<file path="config.mk">
export PLATFORM = sky130hd
export DESIGN_NAME = hazard_ctrl_flat
export DESIGN_NICKNAME = d
export VERILOG_FILES = /design/src/rtl/hazard_ctrl_if.sv /design/src/rtl/hazard_ctrl.sv /design/src/flat_wrapper.sv
export SDC_FILE = /design/constraint.sdc
export NUM_CORES = 1
export LEC_CHECK = 0
export CORE_MARGIN = 1
export CORE_UTILIZATION = 51
export DETAILED_ROUTE_END_ITERATION = 12
export PLACE_DENSITY = 0.8
export SETUP_SLACK_MARGIN = 0.2
export SLEW_MARGIN = 25
export SYNTH_ARGS = -nofsm -noshare
export SYNTH_HDL_FRONTEND = slang
export SYNTH_SLANG_ARGS = --single-unit
</file>
<file path="constraint.sdc">
create_clock -name clk -period 3.9 [get_ports clk]
set_clock_uncertainty 0.15 [all_clocks]
set_input_delay 1.17 -clock clk [delete_from_list [all_inputs] [get_ports clk]]
set_output_delay 1.17 -clock clk [all_outputs]
set_load 0.005 [all_outputs]
</file>
<file path="src/rtl/hazard_ctrl_if.sv">
// hazard_ctrl_if: ID-stage hazard request / pipeline control bundle.
//   master : the pipeline (id_stage side) drives instruction info, receives controls.
//   slave  : hazard_ctrl receives instruction info, drives stall/flush/freeze,
//            forwarding selects and the lost-cycle counter.
interface hazard_ctrl_if;
  logic        id_valid;
  logic [4:0]  id_ra_addr;
  logic [4:0]  id_rb_addr;
  logic        id_uses_ra;
  logic        id_uses_rb;
  logic [4:0]  id_rd_addr;
  logic        id_writes_rd;
  logic        id_is_load;
  logic        ex_branch_taken;
  logic        mem_busy;
  logic        pc_stall;
  logic        if_flush;
  logic        id_bubble;
  logic        pipe_freeze;
  logic [1:0]  fwd_a_sel;
  logic [1:0]  fwd_b_sel;
  logic [15:0] stall_count;

  modport master (
    output id_valid, id_ra_addr, id_rb_addr, id_uses_ra, id_uses_rb,
    output id_rd_addr, id_writes_rd, id_is_load, ex_branch_taken, mem_busy,
    input  pc_stall, if_flush, id_bubble, pipe_freeze, fwd_a_sel, fwd_b_sel, stall_count
  );

  modport slave (
    input  id_valid, id_ra_addr, id_rb_addr, id_uses_ra, id_uses_rb,
    input  id_rd_addr, id_writes_rd, id_is_load, ex_branch_taken, mem_busy,
    output pc_stall, if_flush, id_bubble, pipe_freeze, fwd_a_sel, fwd_b_sel, stall_count
  );
endinterface

</file>
<file path="src/rtl/hazard_ctrl.sv">
// hazard_ctrl: hazard controller for the five-stage core.
// Tracks destination registers in EX/MEM/WB and derives load-use stalls,
// branch flushes, memory-wait freezes, registered forwarding selects and a
// saturating lost-cycle counter.
// Ports:
//   clk   - core clock
//   rst_n - active-low asynchronous reset
//   io_hz - hazard_ctrl_if.slave: ID instruction info in, pipeline controls out
module hazard_ctrl (
  input  logic          clk,
  input  logic          rst_n,
  hazard_ctrl_if.slave  io_hz
);

  // Scoreboard slots. is_load only matters in EX (load-use detection).
  logic       r_ex_vld;
  logic [4:0] r_ex_rd;
  logic       r_ex_ld;
  logic       r_mem_vld;
  logic [4:0] r_mem_rd;
  logic       r_wb_vld;
  logic [4:0] r_wb_rd;

  logic [1:0]  r_fwd_a;
  logic [1:0]  r_fwd_b;
  logic [15:0] r_stall_cnt;

  logic       w_load_use;
  logic       w_pc_stall;
  logic       w_if_flush;
  logic       w_id_bubble;
  logic       w_pipe_freeze;
  logic [1:0] w_fwd_a;
  logic [1:0] w_fwd_b;

  function automatic logic f_writes(input logic vld, input logic [4:0] rd, input logic [4:0] r);
    return vld && (rd == r) && (r != 5'd0);
  endfunction

  // Youngest producer wins; a load in EX cannot be forwarded from EX/MEM.
  function automatic logic [1:0] f_sel(input logic uses, input logic [4:0] r);
    logic [1:0] sel;
    sel = 2'd0;
    if (uses) begin
      if (f_writes(r_ex_vld, r_ex_rd, r) && !r_ex_ld) sel = 2'd1;
      else if (f_writes(r_mem_vld, r_mem_rd, r))     sel = 2'd2;
      else if (f_writes(r_wb_vld, r_wb_rd, r))       sel = 2'd3;
    end
    return sel;
  endfunction

  assign w_load_use = io_hz.id_valid && r_ex_ld &&
                      ((io_hz.id_uses_ra && f_writes(r_ex_vld, r_ex_rd, io_hz.id_ra_addr)) ||
                       (io_hz.id_uses_rb && f_writes(r_ex_vld, r_ex_rd, io_hz.id_rb_addr)));

  // Priority: memory freeze > taken branch > load-use.
  always_comb begin
    w_pc_stall    = 1'b0;
    w_if_flush    = 1'b0;
    w_id_bubble   = 1'b0;
    w_pipe_freeze = 1'b0;
    if (io_hz.mem_busy) begin
      w_pipe_freeze = 1'b1;
      w_pc_stall    = 1'b1;
    end else if (io_hz.ex_branch_taken) begin
      w_if_flush  = 1'b1;
      w_id_bubble = 1'b1;
    end else if (w_load_use) begin
      w_pc_stall  = 1'b1;
      w_id_bubble = 1'b1;
    end
  end

  always_comb begin
    w_fwd_a = 2'd0;
    w_fwd_b = 2'd0;
    if (!w_id_bubble) begin
      w_fwd_a = f_sel(io_hz.id_uses_ra, io_hz.id_ra_addr);
      w_fwd_b = f_sel(io_hz.id_uses_rb, io_hz.id_rb_addr);
    end
  end

  always_ff @(posedge clk or negedge rst_n) begin
    if (!rst_n) begin
      r_ex_vld  <= 1'b0;
      r_ex_rd   <= 5'd0;
      r_ex_ld   <= 1'b0;
      r_mem_vld <= 1'b0;
      r_mem_rd  <= 5'd0;
      r_wb_vld  <= 1'b0;
      r_wb_rd   <= 5'd0;
      r_fwd_a   <= 2'd0;
      r_fwd_b   <= 2'd0;
    end else if (!io_hz.mem_busy) begin
      r_wb_vld  <= r_mem_vld;
      r_wb_rd   <= r_mem_rd;
      r_mem_vld <= r_ex_vld;
      r_mem_rd  <= r_ex_rd;
      r_ex_vld  <= !w_id_bubble && io_hz.id_valid && io_hz.id_writes_rd;
      r_ex_rd   <= io_hz.id_rd_addr;
      r_ex_ld   <= io_hz.id_is_load;
      r_fwd_a   <= w_fwd_a;
      r_fwd_b   <= w_fwd_b;
    end
  end

  always_ff @(posedge clk or negedge rst_n) begin
    if (!rst_n) begin
      r_stall_cnt <= 16'd0;
    end else if ((w_pc_stall || w_pipe_freeze) && (r_stall_cnt != 16'hFFFF)) begin
      r_stall_cnt <= r_stall_cnt + 16'd1;
    end
  end

  assign io_hz.pc_stall    = w_pc_stall;
  assign io_hz.if_flush    = w_if_flush;
  assign io_hz.id_bubble   = w_id_bubble;
  assign io_hz.pipe_freeze = w_pipe_freeze;
  assign io_hz.fwd_a_sel   = r_fwd_a;
  assign io_hz.fwd_b_sel   = r_fwd_b;
  assign io_hz.stall_count = r_stall_cnt;

endmodule

</file>
<file path="src/flat_wrapper.sv">
// flat-port wrapper written by rule: the top's interface ports become plain ports
module hazard_ctrl_flat 
  (clk, rst_n, io_hz_id_valid, io_hz_id_ra_addr, io_hz_id_rb_addr, io_hz_id_uses_ra, io_hz_id_uses_rb, io_hz_id_rd_addr, io_hz_id_writes_rd, io_hz_id_is_load, io_hz_ex_branch_taken, io_hz_mem_busy, io_hz_pc_stall, io_hz_if_flush, io_hz_id_bubble, io_hz_pipe_freeze, io_hz_fwd_a_sel, io_hz_fwd_b_sel, io_hz_stall_count);
  hazard_ctrl_if io_hz_i ();
  input  logic clk;
  input  logic rst_n;
  input wire logic [$bits(io_hz_i.id_valid)-1:0] io_hz_id_valid;
  input wire logic [$bits(io_hz_i.id_ra_addr)-1:0] io_hz_id_ra_addr;
  input wire logic [$bits(io_hz_i.id_rb_addr)-1:0] io_hz_id_rb_addr;
  input wire logic [$bits(io_hz_i.id_uses_ra)-1:0] io_hz_id_uses_ra;
  input wire logic [$bits(io_hz_i.id_uses_rb)-1:0] io_hz_id_uses_rb;
  input wire logic [$bits(io_hz_i.id_rd_addr)-1:0] io_hz_id_rd_addr;
  input wire logic [$bits(io_hz_i.id_writes_rd)-1:0] io_hz_id_writes_rd;
  input wire logic [$bits(io_hz_i.id_is_load)-1:0] io_hz_id_is_load;
  input wire logic [$bits(io_hz_i.ex_branch_taken)-1:0] io_hz_ex_branch_taken;
  input wire logic [$bits(io_hz_i.mem_busy)-1:0] io_hz_mem_busy;
  output wire logic [$bits(io_hz_i.pc_stall)-1:0] io_hz_pc_stall;
  output wire logic [$bits(io_hz_i.if_flush)-1:0] io_hz_if_flush;
  output wire logic [$bits(io_hz_i.id_bubble)-1:0] io_hz_id_bubble;
  output wire logic [$bits(io_hz_i.pipe_freeze)-1:0] io_hz_pipe_freeze;
  output wire logic [$bits(io_hz_i.fwd_a_sel)-1:0] io_hz_fwd_a_sel;
  output wire logic [$bits(io_hz_i.fwd_b_sel)-1:0] io_hz_fwd_b_sel;
  output wire logic [$bits(io_hz_i.stall_count)-1:0] io_hz_stall_count;
  assign io_hz_i.id_valid = io_hz_id_valid;
  assign io_hz_i.id_ra_addr = io_hz_id_ra_addr;
  assign io_hz_i.id_rb_addr = io_hz_id_rb_addr;
  assign io_hz_i.id_uses_ra = io_hz_id_uses_ra;
  assign io_hz_i.id_uses_rb = io_hz_id_uses_rb;
  assign io_hz_i.id_rd_addr = io_hz_id_rd_addr;
  assign io_hz_i.id_writes_rd = io_hz_id_writes_rd;
  assign io_hz_i.id_is_load = io_hz_id_is_load;
  assign io_hz_i.ex_branch_taken = io_hz_ex_branch_taken;
  assign io_hz_i.mem_busy = io_hz_mem_busy;
  assign io_hz_pc_stall = io_hz_i.pc_stall;
  assign io_hz_if_flush = io_hz_i.if_flush;
  assign io_hz_id_bubble = io_hz_i.id_bubble;
  assign io_hz_pipe_freeze = io_hz_i.pipe_freeze;
  assign io_hz_fwd_a_sel = io_hz_i.fwd_a_sel;
  assign io_hz_fwd_b_sel = io_hz_i.fwd_b_sel;
  assign io_hz_stall_count = io_hz_i.stall_count;
  hazard_ctrl u_core (.clk(clk), .rst_n(rst_n), .io_hz(io_hz_i));
endmodule
</file>
==> impl_results.md <==
* Outcome: finished with violations
* Violated checks: setup timing
* Final hold slack at 0.337 ns
* Multi-input combinational cell area at 1270 um2
* Wire length of the first global-routing pass at 7780 um
* Effective utilization at floorplan at 0.547
* Post-synth design cell area at 2250 um2
* Post-synthesis async set-or-reset flop share at 1.00
* Total wirelength of the detailed-routed design at 4960 um
* Data required time at the worst endpoint at 2.58 ns
* Routed vias/inst at 5.48
* Class of the worst hold path: register to register
* Seq/Total Area, Yosys at 0.434
* Number of fill cells at 313
* Most area-hungry cell type in the Yosys netlist: dfrtp_1
* Largest net degree at the start of global routing at 40
* Number of unique standard cell types used by synthesis at 47
* P_leak at 0.00131 uW
* Adder-cell share of the synthesized area at 0.00556
* H-tree levels at 2
* CTS sink cnt at 39
* Pre-antenna DRT Iters at 4
* Crit end category: primary output
* Final period demand of the worst path at 3.97 ns
* Synth Register Bits at 39
* Kind of start point of the critical path: input port
* Routed wirelength normalized by instance count at 15.4 um
* Post-detailed-placement cell area at 2900 um2
* Area of the core at 4120 um2
* Top fanout value on the critical path at 3
* Net count of the finished layout at 297
* Vias in the first global route at 1647
* Insertion delay of the later-clocked pin in the worst-skew pair at 0.29 ns
* Number of failing setup endpoints in the final timing report at 1
* Number of hold-repair buffers added at the cts stage at 0
* Number of placed instances with taps included at 309
* Remaining antenna violation count after routing at 0
* Power per standard cell area at 371 nW/um2
* Combinational family with the most area after synthesis: XOR/XNOR gates
* Most common cell in the netlist: dfrtp_1
* Width of the die at 68.4 um
* Transition time at the pin with the least slew margin at 0.883 ns
* XOR/XNOR Fraction of Synth Area at 0.171
* Number of design rule violations left after detail routing at 0
* Post-synth top flop: dfrtp_1
* Overflow after GRT at 0
* Clock buffers created by TritonCTS at 5
* Area used by sequential logic in the layout at 976 um2
* Post-route insts no fill at 323
* Simple-gate share of the synthesized area at 0.156
* Post-synthesis to final-layout area growth at 34.8%
* Finished layout cell area at 3030 um2
* Achievable clock frequency at 0.252 GHz
* Overall fraction of global-route tracks in use at 0.228
* Gate Count Post-Synth at 199
* Final antenna diode count at 0
* Setup repair after global routing missed its margin: yes
* Max cap viols at 0
* Share of final-layout standard cells stronger than drive strength 1 at 0.330
* Arrival @ worst endpoint at 2.65 ns
* Number of rows created at floorplan at 23
* Clock-pin slew of the registers on the worst-case setup and hold paths at 0.08 ns
* CTS max path bufs at 2
* Slew HR at 0.411
* Compound-Gate Fraction of Synth Area at 0.111
* Number of enable flip-flop cells after synthesis at 0
* Final Max Slew Viols at 0
* Area enclosed by the die boundary at 4680 um2
* Final worst-path cycle share at 1.02
* Die span in y at 68.4 um
* Crit path kind: input port to primary output
* I/O pin total at 48
* Root cell of the clock tree: clkbuf_8
* Yosys warning total at 0
* DR vias at 1770
* Final RePlAce weighted congestion at 0.886
* CTS tree: done
* Biggest area contributors in the synthesized netlist: dfrtp_1 (43%), xor2_1 (9.3%), mux2_2 (9.0%)
* HPWL after DPL at 3600 um
* Quantity of I/O buffers inserted on ports at 47
* Syn Nets at 224
* Initial antenna violation count at 0
* Final setup margin at -0.0673 ns
* Peak VDD IR at 0.272 mV
* Yosys top cell area share at 0.434
* Leading post-synthesis cells by instance count: dfrtp_1 (39), xor2_1 (24), xnor2_1 (20)
* Starting DRT DRC Count at 98
* Multiplexer share of the synthesized area at 0.102
* Post-synthesis average cell area at 11.3 um2
* Number of endpoints with negative hold slack in the final report at 0
## cell usage in the layout (no fill, tap or decap), types with 9 or more instances in the layout
cell type,n
dfrtp_1,39
clkdlybuf4s50_1,33
buf_4,25
xor2_1,23
xnor2_1,20
mux2_2,18
a21oi_2,11
nand3_1,10
nand2_1,10
nand4_1,9
## cell type report
cell class                      count  share of cell area
Multi-Input combinational cell    151               0.418
Clock inverter                      2             0.00413
Sequential cell                    39               0.322
Inverter                            2             0.00248
Tap cell                           50              0.0206
Timing Repair Buffer               73               0.208
Clock buffer                        6              0.0239
## critical path, cell delays in order
cell     delay (ns)
buf_2          0.12
or4_4          0.54
nor2_4         0.16
nor3b_4        0.07
o211a_1        0.24
or2_4          0.23
buf_6          0.11
## routing by layer
layer,share of wire,GRT usage,up-vias
met5,0,0,-
met4,0.012,0.0703,0
met1,0.46,0.308,854
met3,0.046,0.0417,10
met2,0.48,0.366,53
li1,-,-,853
## timing repair
| action | in CTS | in global routing |
|---|---|---|
| pin swaps | 10 | 9 |
| endpoints found under the hold margin | 0 | 0 |
| gates resized for setup | 40 | 12 |
| buffers inserted | 4 | 2 |
| setup endpoints to repair | 3 | 2 |
## flip-flops by register name, summed over array words and instances, names as in the netlist
name	cells
u_core.io_hz.fwd_a_sel	2
u_core.io_hz.fwd_b_sel	2
u_core.io_hz.stall_count	16
u_core.r_ex_ld	1
u_core.r_ex_rd	5
u_core.r_ex_vld	1
u_core.r_mem_rd	5
u_core.r_mem_vld	1
u_core.r_wb_rd	5
u_core.r_wb_vld	1
## worst paths after layout
path,cells after the start,startpoint,endpoint,slack [ns]
worst max-delay path,7,io_hz_id_rb_addr[3],io_hz_pc_stall,-0.07
worst max register to register,10,u_core.r_ex_rd[0],u_core.io_hz.stall_count[11],1.22
max in group asynchronous,1,rst_n,u_core.r_mem_rd[4],2.20
min in group asynchronous,1,rst_n,u_core.io_hz.fwd_a_sel[0],0.84
worst min register to register,2,u_core.io_hz.fwd_a_sel[1],u_core.io_hz.fwd_a_sel[1],0.34
worst min-delay path,2,u_core.io_hz.fwd_a_sel[1],u_core.io_hz.fwd_a_sel[1],0.34
## metrics by stage
stage / total power [uW] / setup WS, ns / utilization / TNS, ns
4_1_cts: 1130 / -0.111 / 0.729 / -0.111
3_3_place_gp: 847 / -0.765 / 0.704 / -1.47
3_5_place_dp: 857 / -0.795 / 0.704 / -1.57
2_1_floorplan: 693 / 0.151 / - / 0
6_report: 1120 / -0.0673 / 0.737 / -0.0673
5_1_grt: 1190 / -0.115 / 0.737 / -0.139
## logic make-up after synthesis
group                    count (synthesis)
flip-flops                              39
buffers and inverters                    9
AND/OR/NAND/NOR                         58
XOR/XNOR                                44
adder cells (fa/ha/maj)                  1
multiplexers                            20
AO/OA/AOI/OAI                           28
## power by group
part	internal, uW	leakage (uW)	switching (uW)	total, uW
clock	125	0.0000412	146	271
combinational	189	0.000775	120	309
sequential	466	0.000496	78.0	544
Power figures use the tool's default switching activity.
